<file path="src/rtl/uart_seq_pkg.sv">
// Shared definitions for the UART APB sequencer.
// Contents:
//   - APB register addresses of the UART slave
//   - CTRL values written during a transfer
//   - STATS bit positions
//   - Sequencer FSM states and APB access phases
//   - Access command struct with small constructors
package uart_seq_pkg;

  localparam logic [31:0] ADDR_CTRL    = 32'd0;
  localparam logic [31:0] ADDR_STATS   = 32'd1;
  localparam logic [31:0] ADDR_TX_DATA = 32'd2;
  localparam logic [31:0] ADDR_RX_DATA = 32'd3;

  // CTRL: bit0 rx_en, bit1 rx_rst, bit2 tx_rst, bit3 tx_en
  localparam logic [31:0] CTRL_RESET   = 32'h6;
  localparam logic [31:0] CTRL_ENABLE  = 32'h9;
  localparam logic [31:0] CTRL_DISABLE = 32'h0;

  localparam int STAT_TX_BUSY = 0;
  localparam int STAT_TX_DONE = 1;
  localparam int STAT_RX_BUSY = 2;
  localparam int STAT_RX_DONE = 3;
  localparam int STAT_RX_ERR  = 4;

  typedef enum logic [2:0] {
    IDLE, WR_RST, WR_DATA, WR_EN, POLL, RD_RX, WR_DIS, RESP
  } seq_state_e;

  typedef enum logic [1:0] {
    PH_IDLE, PH_SETUP, PH_ACCESS, PH_SAMPLE
  } apb_phase_e;

  typedef struct packed {
    logic [31:0] addr;
    logic        write;
    logic [31:0] wdata;
  } apb_cmd_t;

  function automatic apb_cmd_t apb_wr(input logic [31:0] addr, input logic [31:0] wdata);
    apb_cmd_t c;
    c.addr  = addr;
    c.write = 1'b1;
    c.wdata = wdata;
    return c;
  endfunction

  function automatic apb_cmd_t apb_rd(input logic [31:0] addr);
    apb_cmd_t c;
    c.addr  = addr;
    c.write = 1'b0;
    c.wdata = 32'd0;
    return c;
  endfunction

endpackage

</file>
<file path="src/rtl/uart_apb_sequencer_if.sv">
// APB bus between the sequencer (master) and the UART register slave.
// Signals: PADDR, PSEL, PENABLE, PWRITE, PWDATA (master -> slave);
//          PRDATA, PREADY (slave -> master).
interface uart_apb_sequencer_if;
  logic [31:0] PADDR;
  logic        PSEL;
  logic        PENABLE;
  logic        PWRITE;
  logic [31:0] PWDATA;
  logic [31:0] PRDATA;
  logic        PREADY;

  modport master (output PADDR, PSEL, PENABLE, PWRITE, PWDATA, input PRDATA, PREADY);
  modport slave  (input PADDR, PSEL, PENABLE, PWRITE, PWDATA, output PRDATA, PREADY);
endinterface

</file>
<file path="src/rtl/apb_master_if.sv">
// Single APB access engine: one SETUP cycle, ACCESS until PREADY, then a
// SAMPLE cycle in which the slave's late read data is valid.
// Ports:
//   PCLK, PRESETn    clock, synchronous active-low reset
//   start            begin an access (accepted only when idle)
//   addr/write/wdata access command, captured on start and held to SAMPLE
//   done             high during the SAMPLE cycle
//   rdata            read data, valid while done is high
//   apb              APB master modport
module apb_master_if
  import uart_seq_pkg::*;
(
  input  logic        PCLK,
  input  logic        PRESETn,
  input  logic        start,
  input  logic [31:0] addr,
  input  logic        write,
  input  logic [31:0] wdata,
  output logic        done,
  output logic [31:0] rdata,
  uart_apb_sequencer_if.master apb
);

  apb_phase_e phase;

  // NOTE: sequential state uses non-blocking assignments so every register
  // sees pre-edge values, independent of statement order.
  always_ff @(posedge PCLK) begin
    if (!PRESETn) begin
      phase       <= PH_IDLE;
      apb.PSEL    <= 1'b0;
      apb.PENABLE <= 1'b0;
      apb.PWRITE  <= 1'b0;
      apb.PADDR   <= '0;
      apb.PWDATA  <= '0;
    end else begin
      case (phase)
        PH_IDLE: if (start) begin
          apb.PSEL    <= 1'b1;
          apb.PENABLE <= 1'b0;
          apb.PADDR   <= addr;
          apb.PWRITE  <= write;
          apb.PWDATA  <= wdata;
          phase       <= PH_SETUP;
        end
        PH_SETUP: begin
          apb.PENABLE <= 1'b1;
          phase       <= PH_ACCESS;
        end
        PH_ACCESS: if (apb.PREADY) begin
          apb.PSEL    <= 1'b0;
          apb.PENABLE <= 1'b0;
          phase       <= PH_SAMPLE;
        end
        default: phase <= PH_IDLE;  // PH_SAMPLE: PADDR/PWRITE/PWDATA still held
      endcase
    end
  end

  // The slave registers read data, so PRDATA is meaningful only in SAMPLE.
  assign done  = (phase == PH_SAMPLE);
  assign rdata = apb.PRDATA;

endmodule

</file>
<file path="src/rtl/uart_apb_sequencer.sv">
// Two-requester UART transfer sequencer over APB. A granted requester's byte
// is pushed through the UART (reset, load TX, enable, poll STATS, read RX,
// disable) and a one-cycle response reports the received byte or an error.
// Ports:
//   PCLK, PRESETn          clock, synchronous active-low reset
//   req[1:0], req_data     level requests, byte per requester
//   gnt[1:0]               one-hot grant pulse
//   rsp_*                  one-cycle response (id, data, err, timeout)
//   busy                   high whenever the FSM is not IDLE
//   apb                    APB master to the UART slave
// Configuration: define UART_SEQ_RR_EN for round-robin arbitration;
// otherwise requester 0 has fixed priority.
module uart_apb_sequencer
  import uart_seq_pkg::*;
#(
  parameter logic [15:0] POLL_TIMEOUT = 16'd1000
) (
  input  logic        PCLK,
  input  logic        PRESETn,
  input  logic [1:0]  req,
  input  logic [15:0] req_data,
  output logic [1:0]  gnt,
  output logic        rsp_valid,
  output logic        rsp_id,
  output logic [7:0]  rsp_data,
  output logic        rsp_err,
  output logic        rsp_timeout,
  output logic        busy,
  uart_apb_sequencer_if.master apb
);

  seq_state_e  state;
  apb_cmd_t    cmd;
  logic        start;
  logic        done;
  logic [31:0] rdata;
  logic        id_q;
  logic [7:0]  tx_byte;
  logic [7:0]  rx_byte;
  logic        err_q;
  logic        tmo_q;
  logic [15:0] poll_cnt;
  logic [15:0] poll_next;
  logic        sel;
  logic        rdata_unused;

  assign poll_next    = poll_cnt + 16'd1;
  assign rdata_unused = ^rdata[31:8];

`ifdef UART_SEQ_RR_EN
  logic last_gnt;

  // NOTE: combinational blocks assign every output up front so no path
  // leaves a value unassigned, which would infer a latch.
  always_comb begin
    sel = ~req[0];
    if (req == 2'b11) sel = ~last_gnt;
  end
`else
  always_comb begin
    sel = ~req[0];
  end
`endif

  apb_master_if u_apb (
    .PCLK    (PCLK),
    .PRESETn (PRESETn),
    .start   (start),
    .addr    (cmd.addr),
    .write   (cmd.write),
    .wdata   (cmd.wdata),
    .done    (done),
    .rdata   (rdata),
    .apb     (apb)
  );

  always_ff @(posedge PCLK) begin
    if (!PRESETn) begin
      state       <= IDLE;
      gnt         <= '0;
      busy        <= 1'b0;
      rsp_valid   <= 1'b0;
      rsp_id      <= 1'b0;
      rsp_data    <= '0;
      rsp_err     <= 1'b0;
      rsp_timeout <= 1'b0;
      start       <= 1'b0;
      cmd         <= '0;
      id_q        <= 1'b0;
      tx_byte     <= '0;
      rx_byte     <= '0;
      err_q       <= 1'b0;
      tmo_q       <= 1'b0;
      poll_cnt    <= '0;
`ifdef UART_SEQ_RR_EN
      last_gnt    <= 1'b1;
`endif
    end else begin
      gnt         <= '0;
      rsp_valid   <= 1'b0;
      rsp_id      <= 1'b0;
      rsp_data    <= '0;
      rsp_err     <= 1'b0;
      rsp_timeout <= 1'b0;
      start       <= 1'b0;
      case (state)
        IDLE: if (|req) begin
          gnt      <= sel ? 2'b10 : 2'b01;
          id_q     <= sel;
          tx_byte  <= sel ? req_data[15:8] : req_data[7:0];
          rx_byte  <= '0;
          err_q    <= 1'b0;
          tmo_q    <= 1'b0;
          poll_cnt <= '0;
          busy     <= 1'b1;
          cmd      <= apb_wr(ADDR_CTRL, CTRL_RESET);
          start    <= 1'b1;  // SETUP follows the gnt cycle
          state    <= WR_RST;
`ifdef UART_SEQ_RR_EN
          last_gnt <= sel;
`endif
        end
        WR_RST: if (done) begin
          cmd   <= apb_wr(ADDR_TX_DATA, {24'b0, tx_byte});
          start <= 1'b1;
          state <= WR_DATA;
        end
        WR_DATA: if (done) begin
          cmd   <= apb_wr(ADDR_CTRL, CTRL_ENABLE);
          start <= 1'b1;
          state <= WR_EN;
        end
        WR_EN: if (done) begin
          cmd   <= apb_rd(ADDR_STATS);
          start <= 1'b1;
          state <= POLL;
        end
        POLL: if (done) begin
          poll_cnt <= poll_next;
          start    <= 1'b1;
          // rx_err outranks rx_done; timeout only when neither flag is set.
          if (rdata[STAT_RX_ERR]) begin
            err_q <= 1'b1;
            cmd   <= apb_wr(ADDR_CTRL, CTRL_DISABLE);
            state <= WR_DIS;
          end else if (rdata[STAT_RX_DONE]) begin
            cmd   <= apb_rd(ADDR_RX_DATA);
            state <= RD_RX;
          end else if (poll_next == POLL_TIMEOUT) begin
            tmo_q <= 1'b1;
            cmd   <= apb_wr(ADDR_CTRL, CTRL_DISABLE);
            state <= WR_DIS;
          end
        end
        RD_RX: if (done) begin
          rx_byte <= rdata[7:0];
          cmd     <= apb_wr(ADDR_CTRL, CTRL_DISABLE);
          start   <= 1'b1;
          state   <= WR_DIS;
        end
        WR_DIS: if (done) begin
          rsp_valid   <= 1'b1;
          rsp_id      <= id_q;
          rsp_data    <= (err_q || tmo_q) ? 8'h00 : rx_byte;
          rsp_err     <= err_q;
          rsp_timeout <= tmo_q;
          state       <= RESP;
        end
        default: begin  // RESP
          busy  <= 1'b0;
          state <= IDLE;
        end
      endcase
    end
  end

endmodule

</file>
<file path="src/flat_wrapper.sv">
// flat-port wrapper written by rule: the top's interface ports become plain ports
module uart_apb_sequencer_flat import uart_seq_pkg::*;
#(
  parameter logic [15:0] POLL_TIMEOUT = 16'd1000
)
  (PCLK, PRESETn, req, req_data, gnt, rsp_valid, rsp_id, rsp_data, rsp_err, rsp_timeout, busy, apb_PADDR, apb_PSEL, apb_PENABLE, apb_PWRITE, apb_PWDATA, apb_PRDATA, apb_PREADY);
  uart_apb_sequencer_if apb_i ();
  input  logic PCLK;
  input  logic PRESETn;
  input  logic [1:0] req;
  input  logic [15:0] req_data;
  output logic [1:0] gnt;
  output logic rsp_valid;
  output logic rsp_id;
  output logic [7:0] rsp_data;
  output logic rsp_err;
  output logic rsp_timeout;
  output logic busy;
  output wire logic [$bits(apb_i.PADDR)-1:0] apb_PADDR;
  output wire logic [$bits(apb_i.PSEL)-1:0] apb_PSEL;
  output wire logic [$bits(apb_i.PENABLE)-1:0] apb_PENABLE;
  output wire logic [$bits(apb_i.PWRITE)-1:0] apb_PWRITE;
  output wire logic [$bits(apb_i.PWDATA)-1:0] apb_PWDATA;
  input wire logic [$bits(apb_i.PRDATA)-1:0] apb_PRDATA;
  input wire logic [$bits(apb_i.PREADY)-1:0] apb_PREADY;
  assign apb_PADDR = apb_i.PADDR;
  assign apb_PSEL = apb_i.PSEL;
  assign apb_PENABLE = apb_i.PENABLE;
  assign apb_PWRITE = apb_i.PWRITE;
  assign apb_PWDATA = apb_i.PWDATA;
  assign apb_i.PRDATA = apb_PRDATA;
  assign apb_i.PREADY = apb_PREADY;
  uart_apb_sequencer #(.POLL_TIMEOUT(POLL_TIMEOUT)) u_core (.PCLK(PCLK), .PRESETn(PRESETn), .req(req), .req_data(req_data), .gnt(gnt), .rsp_valid(rsp_valid), .rsp_id(rsp_id), .rsp_data(rsp_data), .rsp_err(rsp_err), .rsp_timeout(rsp_timeout), .busy(busy), .apb(apb_i));
endmodule
</file>
<file path="config.mk">
export PLATFORM = sky130hd
export DESIGN_NAME = uart_apb_sequencer_flat
export DESIGN_NICKNAME = d
export VERILOG_FILES = /design/src/rtl/uart_seq_pkg.sv /design/src/rtl/uart_apb_sequencer_if.sv /design/src/rtl/apb_master_if.sv /design/src/rtl/uart_apb_sequencer.sv /design/src/flat_wrapper.sv
export SDC_FILE = /design/constraint.sdc
export NUM_CORES = 1
export LEC_CHECK = 0
export ABC_CLOCK_PERIOD_IN_PS = 3500
export CORE_ASPECT_RATIO = 0.75
export CORE_MARGIN = 2
export CORE_UTILIZATION = 35
export DETAILED_ROUTE_END_ITERATION = 12
export SETUP_SLACK_MARGIN = 0.5
export SYNTH_ARGS = -nofsm -noshare
export SYNTH_HDL_FRONTEND = slang
export SYNTH_SLANG_ARGS = --single-unit
</file>
<file path="constraint.sdc">
create_clock -name PCLK -period 3.5 [get_ports PCLK]
set_input_delay 0.875 -clock PCLK [delete_from_list [all_inputs] [get_ports PCLK]]
set_output_delay 0.875 -clock PCLK [all_outputs]
set_load 0.01 [all_outputs]
</file>
[Word level (Yosys, flattened, before mapping)]
Index checks and enable logic that the tools add are counted.
Operators by class
  reductions and logical operators: 27
  equality and inequality tests: 24
  add/sub/neg operators: 1
  multiplexer cells: 51
  bitwise operators: 5
Operators by type and width (number)
  65-bit 2-to-1 mux: 9
  65-bit case mux with 6 select lines: 1
  16-bit 2-to-1 mux: 2
  16-bit case mux with 2 select lines: 1
  3-bit 2-to-1 mux: 10
  8-bit 2-to-1 mux: 3
  3-bit case mux with 7 select lines: 1
  2-bit by 1-bit != test with 1-bit output, second input constant: 9
  3-bit AND reduction: 6
  16-bit by 1-bit adder with 16-bit output, second input constant: 1
  16-bit by 10-bit == test with 1-bit output, second input constant: 1
  8-bit case mux with 2 select lines: 1
  8-bit AND reduction: 2
  1-bit 2-to-1 mux: 13
  1-bit case mux with 2 select lines: 5
  2-bit AND reduction: 5
  3-bit == test, second input constant: 3
  2-bit != test, second input constant: 4
  3-bit by 2-bit == test with 1-bit output, second input constant: 2
  2-bit 2-to-1 mux: 3
  2-bit case mux with 3 select lines: 1
  6-bit AND reduction: 1
  2-bit nonzero test: 3
  6-bit nonzero test: 1
  other kinds (15): 20
Word-level totals
  output and inout bits: 82
  register bits after elaboration: 188
  bits of input ports: 53
  word-level logic and storage cells: 132

[Depth between registers and ports, before layout]
Gate-level depths: netlist of run 1.
  word-level depth: 7
  mapped depth: 10
  depth with buffers taken out: 8

[By module]
A second synthesis of run 1 with hierarchy kept.
Second synthesis, totals
  cell total of the unflattened synthesis: 701
  area, all modules: 5774.3 um^2
Modules (own cells, without submodules)
  uart_apb_sequencer: cells each 355, seq. area each 1301.2 um^2, area an instance 3002.9 um^2, times used 1
  apb_master_if: cells each 346, seq. area each 1381.3 um^2, area an instance 2771.4 um^2, times used 1

[Worst setup path before layout of run 1]
No wires, ideal clock.
  path type: reg-to-reg
  from: reg u_core.poll_cnt[0]
  to: reg u_core.cmd[0] in the netlist's numbering
  arrival time: 2.239 ns
  path buffers: 2
  library setup time: 0.122 ns
  clock period less this slack: 2.361 ns
  setup slack: 1.139 ns
  required time: 3.378 ns
  cell stages (with the launch flop): 11
  path through: dfxtp_1 -> ha_1 -> and3_1 -> buf_4 -> nand3_2 -> xor2_1 -> or3_1 -> nor4_4 -> o21ai_2 -> buf_6 -> mux2i_1
On the way
  longest elaborated chain between the ends: 4
RTL lines
  start: declaration: RTL line uart_apb_sequencer.sv:42  | logic [15:0] poll_cnt;
  start signal: assignment: RTL line uart_apb_sequencer.sv:139  | poll_cnt <= poll_next;
  16-bit by 1-bit adder with 16-bit output: RTL line uart_apb_sequencer.sv:47  | assign poll_next = poll_cnt + 16'd1;
  16-bit by 10-bit == test with 1-bit output: RTL line uart_apb_sequencer.sv:149  | end else if (poll_next == POLL_TIMEOUT) begin
  4-bit by 3-bit != test with 1-bit output (no source line)
  8-bit AND reduction (no source line)
  end signal: assignment: RTL line uart_apb_sequencer.sv:147  | cmd <= apb_rd(ADDR_RX_DATA);
  end signal: assignment: RTL line uart_apb_sequencer.sv:151  | cmd <= apb_wr(ADDR_CTRL, CTRL_DISABLE);
  end signal: assignment: RTL line uart_apb_sequencer.sv:157  | cmd <= apb_wr(ADDR_CTRL, CTRL_DISABLE);
  end: declaration: RTL line uart_apb_sequencer.sv:33  | apb_cmd_t cmd;
No other way between the ends.
A chain may end at the register's enable or synchronous reset.

[Worst setup path after layout of run 1]
  from: reg u_core.poll_cnt[0]
  to: reg u_core.cmd[33] in the netlist's numbering
Same word-level chain as after synthesis.

==> results of run 1 <==
flip-flops by register name, summed over array words and instances, names as in the netlist:
name                      cells
u_core.err_q                  1
u_core.id_q                   1
u_core.busy                   1
u_core.tmo_q                  1
u_core.rsp_valid              1
u_core.u_apb.apb.PWRITE       1
u_core.rsp_data               8
u_core.gnt                    2
u_core.poll_cnt              16
u_core.rx_byte                8
u_core.u_apb.apb.PENABLE      1
u_core.u_apb.apb.PWDATA       8
u_core.u_apb.phase            2
u_core.u_apb.apb.PSEL         1
u_core.tx_byte                8
u_core.u_apb.apb.PADDR        2
u_core.start                  1
u_core.cmd                   11
u_core.rsp_timeout            1
u_core.state                  3
u_core.rsp_id                 1
u_core.rsp_err                1
per-layer routing:
metal	up-vias	global-route usage [%]	part of all wire, %
li1	1643	-	-
met1	1501	20.2	49
met2	89	21.4	43
met3	14	3.87	5.9
met4	0	5.07	1.6
met5	-	0	0
placed cells by master, fill, tap and decap left out, drive strengths merged, types with 3 or more instances in the layout:
cell | synthesis | final
nand4 | 4 | 4
dfxtp | 80 | 80
nand2 | 67 | 67
buf | 61 | 9
nor3 | 4 | 4
conb | 1 | 54
mux2i | 23 | 23
a31oi | 3 | 3
clkdlybuf4s50 | 0 | 56
nand2b | 4 | 4
a211oi | 10 | 10
nor4 | 6 | 6
o21ai | 25 | 25
and3 | 4 | 4
ha | 6 | 6
inv | 7 | 8
clkinv | 1 | 3
clkbuf | 20 | 10
nor2 | 43 | 43
a22oi | 3 | 3
nor2b | 3 | 3
nand3 | 21 | 21
and2 | 16 | 16
a21oi | 42 | 42
what timing repair did:
action | in CTS | in global routing
resized for setup | 0 | 1
buffers inserted | 0 | 3
setup endpoints to repair | 0 | 11
cells by family after synthesis:
kind of cell,share of synthesized area (%)
xor+xnor,0.875
fa+ha+maj,1.87
mux,5.84
flops,40.0
compound gates,14.6
simple gates,22.6
other cells,0.0936
buf+inv,14.1
synthesized netlist by cell type, types with 2 or more instances:
| master | n | area, sq um |
|---|---|---|
| dfxtp_1 | 80 | 1600 |
| nand2_1 | 67 | 251 |
| buf_4 | 59 | 443 |
| nor2_1 | 43 | 161 |
| a21oi_1 | 42 | 210 |
| mux2i_1 | 22 | 220 |
| o21ai_0 | 21 | 105 |
| clkbuf_1 | 20 | 75.1 |
| nand3_1 | 20 | 100 |
| and2_1 | 16 | 100 |
| a211oi_1 | 10 | 75.1 |
| inv_1 | 7 | 26.3 |
| ha_1 | 6 | 75.1 |
| nand2b_1 | 4 | 25.0 |
| nor3_1 | 4 | 20.0 |
| nor4_1 | 4 | 25.0 |
| a22oi_1 | 3 | 22.5 |
| a31oi_1 | 3 | 18.8 |
| and3_1 | 3 | 18.8 |
| nand4_1 | 3 | 18.8 |
| nor2b_1 | 3 | 18.8 |
| o21ai_1 | 3 | 15.0 |
| a21o_1 | 2 | 15.0 |
| nand3b_1 | 2 | 15.0 |
| nor4_4 | 2 | 42.5 |
| nor4b_1 | 2 | 17.5 |
| o211a_1 | 2 | 20.0 |
| o211ai_1 | 2 | 15.0 |
| o21a_1 | 2 | 15.0 |
| o22ai_1 | 2 | 12.5 |
| or3_1 | 2 | 12.5 |
| xnor2_1 | 2 | 17.5 |
| xor2_1 | 2 | 17.5 |
where the power goes:
| group | internal, mW | switching, mW | total, mW |
|---|---|---|---|
| Clock | 0.574 | 0.378 | 0.952 |
| Combinational | 0.297 | 0.438 | 0.735 |
| Sequential | 1.03 | 0.0988 | 1.13 |
layout make-up:
| type | count | area [sq um] | share of cell area [%] |
|---|---|---|---|
| multi-input combinational | 369 | 2050 | 42.8 |
| tap | 140 | 175 | 3.66 |
| clock inverter | 6 | 67.6 | 1.41 |
| clock buffer | 10 | 239 | 4.99 |
| timing repair buffer | 65 | 628 | 13.1 |
| sequential | 80 | 1600 | 33.4 |
| inverter | 8 | 30.0 | 0.627 |
metrics by stage:
stage	power, mW	hold WS (ns)	instances	worst slack, ns
floorplan	1.71	0.427	538	1.14
global placement	1.86	0.434	659	0.659
detailed placement	1.89	0.443	659	0.558
CTS	2.85	0.452	675	0.545
global route	2.99	0.466	678	0.560
finish	2.82	0.449	678	0.824
worst max path at each step:
stage | startpoint | end | cells after the start
2_1_floorplan | u_core.poll_cnt[0]$_SDFFE_PN0P_ | u_core.cmd[0]$_SDFFE_PN0P_ | 10
3_3_place_gp | u_core.poll_cnt[0]$_SDFFE_PN0P_ | u_core.cmd[33]$_SDFFE_PN0P_ | 8
3_5_place_dp | req[0] | u_core.poll_cnt[5]$_SDFFE_PN0P_ | 6
4_1_cts | u_core.poll_cnt[0]$_SDFFE_PN0P_ | u_core.cmd[33]$_SDFFE_PN0P_ | 8
5_1_grt | u_core.poll_cnt[0]$_SDFFE_PN0P_ | u_core.cmd[33]$_SDFFE_PN0P_ | 9
6_report | u_core.poll_cnt[0]$_SDFFE_PN0P_ | u_core.cmd[33]$_SDFFE_PN0P_ | 9
worst register-to-register path, delay by kind of cell, from the launching register on:
| kind | cells | cell delay, ns |
|---|---|---|
| DFF | 1 | 0.49 |
| adders and majority gates | 1 | 0.32 |
| AOI/OAI and AO/OA | 2 | 0.40 |
| and+or+nand+nor | 4 | 1.03 |
| xor gates and xnor gates | 1 | 0.17 |
| buffers and inverters | 1 | 0.18 |
==> impl_metrics.json, run 1 <==
{
  "status": "finished clean",
  "hold_depth": 2,
  "final_util_pct": 43.4,
  "drc_errors": 0,
  "die_w_um": 128,
  "worstHoldEndpoint": "u_core.rx_byte[3]$_SDFFE_PN0P_",
  "placed_cell_area_sq_um": 4450,
  "ys.flop_type": "dfxtp_1",
  "hold_start": "u_core.rx_byte[3]$_SDFFE_PN0P_",
  "dr.pass1.iters": 4,
  "fillers": 1069,
  "antenna_left": 0,
  "crit_family": "simple AND/OR/NAND/NOR gates",
  "gp_congestion": 0.828,
  "ioPinCount": 135,
  "area_delta_synth_final_pct": 19.6,
  "path_clk_slew_ns": 0.06,
  "fin_setup_tns_ns": 0,
  "hold_buffers": 0,
  "cp-start-kind": "flop",
  "postRouteWirelength_um": 8630,
  "path_buf_inv": 1,
  "hpwl_um": 6250,
  "vdd_drop_max_v": 0.000257,
  "seq_area_frac_synth_pct": 40.0,
  "tightest_slew_ns": 0.633,
  "htreeDepth": 3,
  "cts_sinks": 80,
  "io_buffer_count": 56,
  "core_area_sq_um": 11000,
  "ys_async_sr_fraction_pct": 0,
  "drv_cap": 0,
  "synth_area_sq_um": 4010,
  "report.final.slew_viol_count": 0,
  "synth-seq-cells": 80,
  "powerDensity_nw_per_um2": 588,
  "cp_slowest_cell": "dfxtp_1",
  "ys_warn_count": 0,
  "ff2ff_setup_slack_ns": 0.82,
  "gr-usage-all-layers_pct": 14.5,
  "drt_iter0_drc": 153,
  "clkLatencyLatePin_ns": 0.34,
  "timing.reg2reg.worst_path_depth": 9,
  "fmax_ghz": 0.374,
  "crit_path_cell_trace": "ha_1 > and3_1 > nand3_2 > xor2_1 > or3_1 > nor4_4 > buf_4 > o21ai_4 > a211oi_1",
  "relSlewSlack_pct": 57.8,
  "crit_fanout": 11,
  "rr_startpoint": "u_core.poll_cnt[0]$_SDFFE_PN0P_",
  "p_leak_nw": 1.87,
  "num_rows": 33,
  "fin_crit_ns": 2.68,
  "cts_tree": "yes",
  "root_buffer": "clkbuf_16",
  "overflow": 0,
  "worst-setup-path-type": "reg2reg",
  "grt_pass1_vias": 3000,
  "cp_data_required_time_ns": 3.75,
  "cpPeakStageDelay_ns": 0.49,
  "synth_cells": 485,
  "hp-class": "reg2reg",
  "post_route_cells_drive_above_1_share_pct": 6.32,
  "hold_viol": 0,
  "num_vias": 3247,
  "cts_buffers": 9,
  "grt_first_pass_wirelength_um": 14500,
  "start_util_pct": 36.3,
  "synth_edf_count": 0,
  "rsz0062_at_grt": "no",
  "cp-end-kind": "flop",
  "diodes": 0,
  "rr_endpoint": "u_core.cmd[33]$_SDFFE_PN0P_",
  "final_cell_area_sq_um": 4790,
  "fin_skew_ns": 0.00693,
  "finalCritPeriodShare_pct": 76.5,
  "synth.avg_cell_area_sq_um": 8.26,
  "clockBufferDepth": 2,
  "setup_viol": 0,
  "wire_per_inst_um": 12.7,
  "grt_max_degree": 23,
  "nets": 592,
  "die_h_um": 96.7,
  "dieArea_sq_um": 12300,
  "antenna_found_initial": 0,
  "viasPerCell": 4.79,
  "synth_cell_types": 53,
  "critical_path_arrival_ns": 2.93
}
(Power assumes the default switching activity.)
==> run 2, diff against run 1 <==
--- a/config.mk
+++ b/config.mk
@@ -5,7 +5,7 @@
 export SDC_FILE = /design/constraint.sdc
 export NUM_CORES = 1
 export LEC_CHECK = 0
-export ABC_CLOCK_PERIOD_IN_PS = 3500
+export ABC_CLOCK_PERIOD_IN_PS = 2600
 export CORE_ASPECT_RATIO = 0.75
 export CORE_MARGIN = 2
 export CORE_UTILIZATION = 35
==> constraint.sdc (replaced) <==
create_clock -name PCLK -period 2.6 [get_ports PCLK]
set_input_delay 0.65 -clock PCLK [delete_from_list [all_inputs] [get_ports PCLK]]
set_output_delay 0.65 -clock PCLK [all_outputs]
set_load 0.01 [all_outputs]
==> run 2 against run 1 <==
  * First-iteration DRC count is 35% lower
  * Register-to-register slack worse by 0.44 ns
  * Critical path depth is 1 higher
==> impl_metrics.json, run 2 (synthesis results as in run 1) <==
{
  "dr.pass1.iters": 4,
  "io_buffer_count": 56,
  "layout_common_cells": "68 x dfxtp_1, 66 x nand2_1, 56 x clkdlybuf4s50_1",
  "overflow": 0,
  "hold_start": "u_core.rx_byte[4]$_SDFFE_PN0P_",
  "diodes": 0,
  "antenna_found_initial": 0,
  "mostFrequentLayoutCell": "dfxtp_1",
  "worst_slack_ns": 0.386,
  "root_buffer": "clkbuf_16",
  "drt_iter0_drc": 99,
  "fillers": 1090,
  "drv_cap": 0,
  "status": "finished clean",
  "rr_startpoint": "u_core.poll_cnt[4]$_SDFFE_PN0P_",
  "place_ws_ns": 0.121,
  "nets": 618,
  "powerDensity_nw_per_um2": 756,
  "reg_top3": "u_core.poll_cnt: 16 flops, u_core.cmd: 11 flops",
  "final_util_pct": 46.3,
  "ioPinCount": 135,
  "area_delta_synth_final_pct": 27.4,
  "cp-end-kind": "flop",
  "fmax_ghz": 0.452,
  "core_area_sq_um": 11000,
  "fin_skew_ns": 0.00915,
  "viasPerCell": 4.76,
  "clockBufferDepth": 2,
  "fin_setup_tns_ns": 0,
  "die_w_um": 128,
  "post_route_cells_drive_above_1_share_pct": 14.7,
  "cp-start-kind": "flop",
  "num_vias": 3344,
  "num_rows": 33,
  "rsz0062_at_grt": "yes",
  "die_h_um": 96.7,
  "crit_fanout": 8,
  "regMostFlops": "u_core.poll_cnt",
  "critical_path_arrival_ns": 2.43,
  "postRouteWirelength_um": 9270,
  "grt_pass1_vias": 3200,
  "antenna_left": 0,
  "cpPeakStageDelay_ns": 0.41,
  "cts_sinks": 80,
  "fin_crit_ns": 2.21,
  "report.final.slew_viol_count": 0,
  "gp_congestion": 0.868,
  "finalCritPeriodShare_pct": 85.2,
  "htreeDepth": 3,
  "cp_data_required_time_ns": 2.81,
  "hold_buffers": 0,
  "path_clk_slew_ns": 0.06,
  "wire_per_inst_um": 13.2,
  "cts_tree": "yes",
  "gr-usage-all-layers_pct": 15.0,
  "cts_buffers": 9,
  "clkLatencyLatePin_ns": 0.33,
  "crit_path_cell_trace": "buf_6 > or2_0 > mux2i_1 > a31oi_1 > or3_4 > nor4_4 > buf_4 > o21ai_4 > buf_12 > mux2i_1",
  "dieArea_sq_um": 12300,
  "worstSetupStartpoint": "u_core.poll_cnt[4]$_SDFFE_PN0P_",
  "drc_errors": 0,
  "grt_max_degree": 28,
  "hp-class": "reg2reg",
  "start_util_pct": 36.3,
  "p_leak_nw": 2.02,
  "crit_top_cell": "mux2i_1",
  "setup_viol": 0,
  "largest_reg_flops": 16,
  "cp_slowest_cell": "or3_4",
  "hpwl_um": 6730,
  "hold_viol": 0,
  "vdd_drop_max_v": 0.000401,
  "p_total_mw": 3.86,
  "grt_first_pass_wirelength_um": 15000,
  "worst-setup-path-type": "reg2reg"
}
-- run 2: cell types whose count changed in the layout (fill, tap and decap cells not counted), sizes merged --
cell	previous run	this run
clkbuf	10	12
clkinvlp	2	0
inv	8	7
buf	9	35
-- run 2: final timing paths --
path | cells after the start | to | slack (ns)
worst max-delay path | 10 | u_core.cmd[7]$_SDFFE_PN0P_ | 0.39
worst min-delay path | 2 | u_core.rx_byte[4]$_SDFFE_PN0P_ | 0.44
worst max register to register | 10 | u_core.cmd[7]$_SDFFE_PN0P_ | 0.39
worst min register to register | 2 | u_core.rx_byte[4]$_SDFFE_PN0P_ | 0.44
-- run 2: metal layers --
layer,vias to the layer above,GRT usage [%],routed length (um)
met3,12,4.70,494
met5,-,0,0
li1,1693,-,-
met4,0,4.40,112
met2,92,24.4,4240
met1,1547,19.1,4430
-- run 2: final cells by class --
class                           instances  area [sq um]  area share, %
Clock buffer                           12           236           4.63
Clock inverter                          3          43.8          0.858
Inverter                                8          30.0          0.588
Multi-Input combinational cell        369          2130           41.8
Sequential cell                        80          1640           32.1
Tap cell                              140           175           3.43
Timing Repair Buffer                   91           851           16.7
-- run 2: timing repair --
action | CTS | global route
pin swaps | 7 | 1
buffers inserted | 14 | 1
resized for setup | 23 | 12
setup endpoints to repair | 31 | 34
-- run 2: critical path: cells and delay by family, from the launching register on --
family	cells	cell delay [ns]
mux	2	0.25
simple gates	3	0.87
buf+inv	3	0.45
flops	1	0.34
compound gates	2	0.19
-- run 2: where the power goes --
| group | internal [mW] | switching (mW) | leakage, nW | total, mW |
|---|---|---|---|---|
| Sequential | 1.38 | 0.100 | 0.659 | 1.48 |
| Combinational | 0.509 | 0.660 | 1.23 | 1.17 |
| Clock | 0.739 | 0.467 | 0.137 | 1.21 |
| Total | 2.63 | 1.23 | 2.02 | 3.86 |
-- run 2: stage by stage --
step | hold slack, ns | std cells | area (sq um)
detailed placement | 0.440 | 673 | 4610
global route | 0.464 | 703 | 5100
floorplan | 0.427 | 538 | 4250
global placement | 0.434 | 673 | 4610
finish | 0.444 | 703 | 5100
CTS | 0.448 | 702 | 5060
==> run 3, diff against run 2 <==
--- a/config.mk
+++ b/config.mk
@@ -9,6 +9,7 @@
 export CORE_ASPECT_RATIO = 0.75
 export CORE_MARGIN = 2
 export CORE_UTILIZATION = 35
+export CTS_CLUSTER_DIAMETER = 150
 export DETAILED_ROUTE_END_ITERATION = 12
 export SETUP_SLACK_MARGIN = 0.5
 export SYNTH_ARGS = -nofsm -noshare
==> results of run 3 <==
No change in the layout: final DEF, timing and power equal those of run 2.
